**config.mk**
```make
export PLATFORM = sky130hd
export DESIGN_NAME = stack_op_sequencer
export DESIGN_NICKNAME = d
export VERILOG_FILES = /design/src/rtl/stack_op_sequencer.sv
export SDC_FILE = /design/constraint.sdc
export NUM_CORES = 1
export LEC_CHECK = 0
export BUFFER_PORTS_ARGS = -buffer_cell sky130_fd_sc_hd__buf_2
export CAP_MARGIN = 20
export CORE_UTILIZATION = 40
export CTS_CLUSTER_SIZE = 25
export DETAILED_ROUTE_END_ITERATION = 8
export GPL_TIMING_DRIVEN = 0
export PLACE_DENSITY = 0.74
export SLEW_MARGIN = 30
export SYNTH_ARGS = -nofsm -noshare
export SYNTH_HDL_FRONTEND = slang
export SYNTH_SLANG_ARGS = --single-unit
```
**constraint.sdc**
```tcl
create_clock -name clk -period 2 [get_ports clk]
set_input_delay 0.3 -clock clk [delete_from_list [all_inputs] [get_ports clk]]
set_output_delay 0.3 -clock clk [all_outputs]
set_load 0.02 [all_outputs]
```
**src/rtl/stack_op_sequencer.sv**
```systemverilog
// stack_op_sequencer: expands CALL/RET/INT/RTI into single-word stack accesses for the memory stage.
// Optional STACK_SEQ_PERF_EN adds saturating busy_cycles/seq_count counters.
module stack_op_sequencer #(
  parameter int OPW   = 3,
  parameter int CNT_W = 16
) (
  input  logic           clk,
  input  logic           reset,
  input  logic           op_valid,
  input  logic [OPW-1:0] op_code,
  output logic           op_ready,
  input  logic [31:0]    pc,
  input  logic [2:0]     flags,
  input  logic           mem_wait,
  output logic           memory_read,
  output logic           memory_write,
  output logic           memory_push,
  output logic           memory_pop,
  output logic [1:0]     memory_address_select,
  output logic [1:0]     memory_write_src_select,
  output logic           pop_tag_valid,
  output logic [1:0]     pop_tag,
  output logic           stall,
  output logic           seq_done
`ifdef STACK_SEQ_PERF_EN
  ,
  output logic [CNT_W-1:0] busy_cycles,
  output logic [CNT_W-1:0] seq_count
`endif
);
  typedef enum logic [2:0] {IDLE, ACC1, PUSH_PCH, PUSH_PCL, PUSH_FLG, POP_FLG, POP_PCL, POP_PCH} state_t;
  state_t state, nxt, first;
  logic [OPW-1:0] op_q;
  logic [31:0] pc_q;
  logic [2:0] flags_q;
  logic last, accept, acc, ph, pp;
  logic d_read, d_write, d_push, d_pop, d_ptv;
  logic [1:0] d_addr, d_wsrc, d_tag;
  always_comb begin
    last     = state == ACC1 || state == PUSH_FLG || state == POP_PCH || (state == PUSH_PCL && op_q != OPW'(6));
    op_ready = (state == IDLE || last) && !mem_wait;
    seq_done = last && !mem_wait;
    accept   = op_valid && op_ready;
    stall    = (op_valid && !op_ready) || (state != IDLE && !last);
    first    = op_code < OPW'(4) ? ACC1 :
               (op_code == OPW'(4) || op_code == OPW'(6)) ? PUSH_PCH :
               op_code == OPW'(5) ? POP_PCL : POP_FLG;
    nxt      = (state == IDLE || last) ? (accept ? first : IDLE) :
               state == PUSH_PCH ? PUSH_PCL :
               state == PUSH_PCL ? PUSH_FLG :
               state == POP_FLG  ? POP_PCL  :
               state == POP_PCL  ? POP_PCH  : IDLE;
    // ACC1 is only ever entered on accept, so the live op_code selects its flavour
    acc      = nxt == ACC1;
    ph       = nxt == PUSH_PCH || nxt == PUSH_PCL || nxt == PUSH_FLG;
    pp       = nxt == POP_FLG || nxt == POP_PCL || nxt == POP_PCH;
    d_read   = (acc && (op_code == OPW'(0) || op_code == OPW'(3))) || pp;
    d_write  = (acc && (op_code == OPW'(1) || op_code == OPW'(2))) || ph;
    d_push   = (acc && op_code == OPW'(2)) || ph;
    d_pop    = (acc && op_code == OPW'(3)) || pp;
    d_addr   = (ph || pp || (acc && op_code[1])) ? 2'd2 : (acc && op_code == OPW'(0)) ? 2'd1 : 2'd0;
    d_wsrc   = nxt == PUSH_PCH ? 2'd2 : nxt == PUSH_PCL ? 2'd1 : nxt == PUSH_FLG ? 2'd3 : 2'd0;
    d_tag    = nxt == POP_FLG ? 2'd2 : nxt == POP_PCH ? 2'd1 : 2'd0;
    d_ptv    = pp;
  end
  always_ff @(posedge clk or negedge reset)
    if (!reset) begin
      state                   <= IDLE;
      op_q                    <= '0;
      pc_q                    <= '0;
      flags_q                 <= '0;
      memory_read             <= 1'b0;
      memory_write            <= 1'b0;
      memory_push             <= 1'b0;
      memory_pop              <= 1'b0;
      memory_address_select   <= 2'd0;
      memory_write_src_select <= 2'd0;
      pop_tag_valid           <= 1'b0;
      pop_tag                 <= 2'd0;
    end else if (!mem_wait) begin
      state                   <= nxt;
      memory_read             <= d_read;
      memory_write            <= d_write;
      memory_push             <= d_push;
      memory_pop              <= d_pop;
      memory_address_select   <= d_addr;
      memory_write_src_select <= d_wsrc;
      pop_tag_valid           <= d_ptv;
      pop_tag                 <= d_tag;
      if (accept) begin
        op_q    <= op_code;
        pc_q    <= pc;
        flags_q <= flags;
      end
    end
`ifdef STACK_SEQ_PERF_EN
  always_ff @(posedge clk or negedge reset)
    if (!reset) begin
      busy_cycles <= '0;
      seq_count   <= '0;
    end else begin
      if (state != IDLE && !(&busy_cycles)) busy_cycles <= busy_cycles + 1'b1;
      if (seq_done && !(&seq_count)) seq_count <= seq_count + 1'b1;
    end
`endif
endmodule

```
Yosys cells after proc, flatten, opt, wreduce, memory -nomap -nowiden
Index checks and enable logic that the tools add are counted.
{"block": "op_classes", "n_eq_ne": 21, "n_bitwise": 1, "mux": 16, "reduce_logical": 37, "magnitude_cmp": 1}
{"op": "equality test 3 bit (second input constant)", "n": 11}
{"op": "2-to-1 mux 3 bit", "n": 8}
{"op": "equality test 3 x 2 -> 1 bit (second input constant)", "n": 6}
{"op": "logical OR 1 bit", "n": 18}
{"op": "logical AND 1 bit", "n": 12}
{"op": "2-to-1 mux 2 bit", "n": 6}
{"op": "equality test 3 x 1 -> 1 bit (second input constant)", "n": 3}
{"op": "logical NOT 3 bit", "n": 2}
{"op": "logical NOT 1 bit", "n": 3}
{"op": "less-than comparator 3 bit (second input constant)", "n": 1}
{"op": "inequality test 3 bit (second input constant)", "n": 1}
{"op": "nonzero test 3 bit", "n": 1}
{"op": "2-to-1 mux 1 bit", "n": 2}
{"op": "AND reduction 2 bit", "n": 1}
{"op": "NOT 1 bit", "n": 1}
{"block": "word_totals", "regBits": 17, "out_inout_bits": 14, "word_cells": 86, "inputBits": 42}

Logic depth before layout (Yosys ltp)
{"block": "logic_depth", "depth_word": 15, "ltp_mapped": 5, "depth_no_buf": 4}

Worst setup path after synthesis
No wires, ideal clock.
{"block": "synth_timing", "path_type": "flip-flop to flip-flop", "startpoint": "register state[1]", "endpoint": "register op_q[2]", "synth_period_minus_slack_ns": 1.748, "arrival_time_ns": 1.623, "required_ns": 1.875, "setup_ns": 0.125, "slack_ns": 0.252, "stages_incl_launch_ff": 5, "path_buffers": 1, "path_cell_list": "dfrtp_1 -> buf_6 -> and4b_4 -> a2111oi_4 -> mux2_2"}
{"block": "synth_via", "elab_chain_len": 8, "word_cells_on_any_way": 13, "cone_classes": "4 x eq/ne; 9 x reduce/logical"}
{"element": "start: declaration", "line_no": "32", "source": "state_t state, nxt, first;"}
{"element": "start signal: assignment", "line_no": "81", "source": "state <= nxt;"}
{"element": "equality test 3 x 1 -> 1 bit / equality test 3 bit (equally long branches)", "line_no": "40", "source": "last = state == ACC1 || state == PUSH_FLG || state == POP_PCH || (state == PUSH_PCL && op_q != OPW'(6));"}
{"element": "logical OR 1 bit (3 in a row)", "line_no": "40"}
{"element": "logical OR 1 bit *", "line_no": "41", "source": "op_ready = (state == IDLE || last) && !mem_wait;"}
{"element": "logical AND 1 bit *", "line_no": "41"}
{"element": "logical AND 1 bit *", "line_no": "43", "source": "accept = op_valid && op_ready;"}
{"element": "AND reduction 2 bit (no line) *"}
{"element": "end signal: assignment", "line_no": "91", "source": "op_q <= op_code;"}
{"element": "end: declaration", "line_no": "33", "source": "logic [OPW-1:0] op_q;"}
Every way passes the cells marked *; elsewhere a longest branch is shown, timed or not.
A chain may end at the register's enable or synchronous reset.

Worst setup path in the final report
{"block": "layout_timing", "startpoint": "register state[1]", "endpoint": "output stall"}
{"block": "layout_via", "elab_chain_len": 9, "word_cells_on_any_way": 17, "cone_classes": "4 x eq/ne; 13 x reduce/logical"}
{"element": "equality test 3 x 1 -> 1 bit / equality test 3 bit (equally long branches)", "line_no": "40"}
{"element": "logical OR 1 bit (3 in a row)", "line_no": "40"}
{"element": "logical OR 1 bit", "line_no": "41"}
{"element": "logical AND 1 bit", "line_no": "41"}
{"element": "logical NOT 1 bit", "line_no": "44", "source": "stall = (op_valid && !op_ready) || (state != IDLE && !last);"}
{"element": "logical AND 1 bit", "line_no": "44"}
{"element": "logical OR 1 bit *", "line_no": "44"}
{"element": "end: declaration", "line_no": "23", "source": "output logic stall,"}
Marked as above.

==> PnR_summary.wiki <==
{| class="wikitable"
! Metric !! Value
|-
| Residual antenna-violating net count after detailed routing || 0
|-
| Required time at the worst-slack endpoint || 1.70 ns
|-
| Ratio of final minimum period to clock period || a little over nine tenths
|-
| Net count after synthesis || around 140
|-
| # setup viols final || 0
|-
| Gpl congestion || ~0.83
|-
| Number of buffers created by CTS || 3
|-
| Die extent in x || 52.0 um
|-
| Sequential area share after synthesis || 42.6%
|-
| Share of layout cells above drive strength 1 || 30.6%
|-
| Cells on Worst Hold Path || 2
|-
| Gate Count Post-Synth || 97
|-
| Setup repair after global routing missed its margin || no
|-
| Overall Global Routing Usage || 18.6%
|-
| Pin count of the biggest net entering global routing || 18
|-
| Share of the synthesized area in compound gates (AO/OA/AOI/OAI) || approximately 28%
|-
| Overflow after GRT || 0
|-
| Data arrival time of the critical path || 1.64 ns
|-
| Min-Delay Startpoint || op_code[2]
|-
| Vias per inst || 5.92
|-
| XOR/XNOR share of the synthesized area || 1.75%
|-
| Area growth from synthesis to layout || 18.3%
|-
| Hold crit path type || primary input to flop
|-
| Fmax || around 0.52 GHz
|-
| Mux contribution to synthesized area || approximately 4.5%
|-
| Async SR Flop Fraction || 100%
|-
| DRC violations left || 0
|-
| Via count of the routed design || ~880
|-
| Floorplan die area || 2700 sq um
|-
| Max Root-Sink Buffers || 2
|-
| Total standard cell area after synthesis || about 1000 sq um
|-
| Shortest clock period the worst path allows after layout || between 1.5 and 2 ns
|-
| Leakage power of the design || approximately 0.56 nW
|-
| Floorplan row count || 17
|-
| Number of distinct library cells after synthesis || 42
|-
| DIE HEIGHT || roughly 52 um
|-
| Total power || 0.00110 W
|-
| Area of the core || 2280 sq um
|-
| Endpoint of the worst register-to-register path || memory_pop$_DFFE_PN0N_
|-
| Most frequent cells in the layout || 18 x buf_2, 16 x dfrtp_1, 9 x o21ai_0, 6 x nand2_1
|-
| Number of slew-limit violations in the final report || 0
|-
| CTS H-tree depth || 1
|-
| Sinks on the clock net || 17
|-
| Series of cell instances along the critical path || buf_6, and4b_4, a211o_1, a21o_1, buf_4
|-
| Setup crit end kind || output pin
|-
| Slew HR || 60.9%
|-
| Count of filler cells inserted in the layout || 201
|-
| Critical-path top delay cell || dfrtp_1
|-
| Source of the worst register-to-register timing path || state[1]$_DFFE_PN0N_
|-
| Area of the multi-input gates || 531 sq um
|-
| Area occupied by registers || approximately 430 sq um
|-
| Power per Cell Area || 934 nW/um^2
|-
| Vias in the first global route || 812
|-
| Clock-pin slew on the worst setup and hold paths || 0.10 ns
|-
| Antenna violations before repair || 0
|-
| Port buffer count || 18
|-
| Peak VDD IR || 631 uV
|-
| Post-synthesis adder-cell area fraction || 0%
|-
| Number of cells traversed by the worst register-to-register path || 5
|-
| Starting DRT DRC Count || 25
|-
| TritonRoute pass-1 iters || 4
|-
| Average wire per standard cell || 15.1 um
|-
| CP Max Fanout || 10
|-
| Crit path launch || state[1]$_DFFE_PN0N_
|-
| # nets final || 164
|-
| Root Buffer Master || clkbuf_4
|-
| Setup slack on the worst flop-to-flop path || around 0.15 ns
|-
| Main combinational cell family by area after synthesis || compound AO/OA/AOI/OAI gates
|-
| TritonCTS clock tree || done
|-
| Post-Route Skew || 0.000977 ns
|-
| Area fraction in and, or, nand and nor cells after synthesis || 18.4%
|-
| Hold Path Sink || op_q[2]$_DFFE_PN0P_
|-
| Global-route wire length before repair || 3730 um
|-
| Max cap viols || 0
|-
| Worst slew pin tran || 0.586 ns
|-
| Post-synth EDFFs || 0
|-
| Syn. warnings || 0
|-
| Stage delay of the slowest cell on the critical path || 0.39 ns
|-
| Type of origin of the critical path || flop
|-
| Mean Syn Cell Area || 10.3 sq um
|-
| Leading cell type in the layout, fill and taps excluded || buf_2
|-
| Setup Crit Path Kind || flop to output pin
|-
| Clk Latency, worst-skew pair || around 0.3 ns
|-
| Initial standard-cell utilization of the core || 43.9%
|-
| Final Hold Violating Endpoints || 0
|-
| Outcome || complete, no violations
|-
| Prevailing post-synth register cell || dfrtp_1
|-
| Total of flip-flops plus latches after synthesis || 17
|-
| Io pins || 56
|-
| Final total negative setup slack || 0 ns
|-
| # diodes || 0
|-
| Drt total wl || 2250 um
|-
| DP Wirelength || 1610 um
|}
[metal layers]
layer | track usage [%] | routed length, um
met5 | 0 | 0
met4 | 7.21 | 25
met3 | 4.39 | 186
met2 | 29.7 | 1080
met1 | 24.1 | 964
[state kept, by name, summed over array words and instances, names as in the netlist]
register	flops
memory_address_select	2
memory_pop	1
memory_push	1
memory_read	1
memory_write	1
memory_write_src_select	2
op_q	3
pop_tag	2
pop_tag_valid	1
state	3
[cells in the mapped netlist, types with 2 or more instances]
cell,instances,area [sq um]
nor2b_1,4,25.0
nand2_1,6,22.5
nor2_1,4,15.0
nor4b_1,2,17.5
o211a_1,2,20.0
a31oi_1,2,12.5
a21o_1,2,15.0
inv_1,4,15.0
dfrtp_1,17,425
o21ai_0,9,45.0
mux2_2,3,33.8
and3b_1,2,17.5
clkbuf_1,5,18.8
nand3_1,4,20.0
a22oi_1,2,15.0
a32oi_1,2,17.5
a21oi_1,2,10.0
[where the power goes]
| part | internal [W] | switching [W] |
|---|---|---|
| clock network | 0.0000745 | 0.000118 |
| registers | 0.000420 | 0.0000439 |
| logic | 0.000181 | 0.000265 |
| total | 0.000676 | 0.000427 |
[through the flow]
stage | instances | hold WS, ns | cell area [sq um] | util (%) | worst slack [ns]
after floorplan | 97 | 0.00441 | 998 | - | 0.252
after global placement | 143 | 0.235 | 1120 | 49.4 | 0.101
after detailed placement | 143 | 0.239 | 1120 | 49.4 | 0.0808
after CTS | 147 | 0.313 | 1160 | 51.0 | 0.00634
after global routing | 149 | 0.330 | 1180 | 51.9 | 0.00655
final | 149 | 0.316 | 1180 | 51.9 | 0.0627
[area by class of cell]
cell class,instances,share of cell area (%)
Timing Repair Buffer,21,9.75
Inverter,4,1.27
Clock inverter,1,0.424
Multi-Input combinational cell,69,44.9
Clock buffer,3,1.91
Buffer,6,2.65
Tap cell,28,2.97
Sequential cell,17,36.1
[kinds of logic (layout without fill, tap and decap cells)]
logic type	after synthesis	count (layout)
flip-flops	17	17
multiplexers	4	4
AO/OA/AOI/OAI	33	33
AND/OR/NAND/NOR	30	30
XOR/XNOR	2	2
buffers and inverters	11	35
[worst max path at each step]
stage               slack, ns                  endpoint
floorplan                0.25       op_q[2]$_DFFE_PN0P_
global placement         0.10       op_q[1]$_DFFE_PN0P_
detailed placement       0.08  memory_write$_DFFE_PN0N_
CTS                     0.006                     stall
global route            0.007                     stall
finish                   0.06                     stall
[worst max-delay path: cells and delay by family (launching register included)]
family	cells	cell delay, ns
AOI/OAI and AO/OA	2	0.47
DFF	1	0.39
buffers and inverters	2	0.29
and+or+nand+nor	1	0.20
[timing repair]
item                                    CTS  global route
resized for setup                         1             3
setup buffers                             0             2
hold buffers                              1             0
pin swaps                                 0             2
endpoints found under the setup margin    3             3
cloned                                    0             0
hold endpoints to repair                 17             0
No activity file was read; power rests on OpenSTA's default activity.
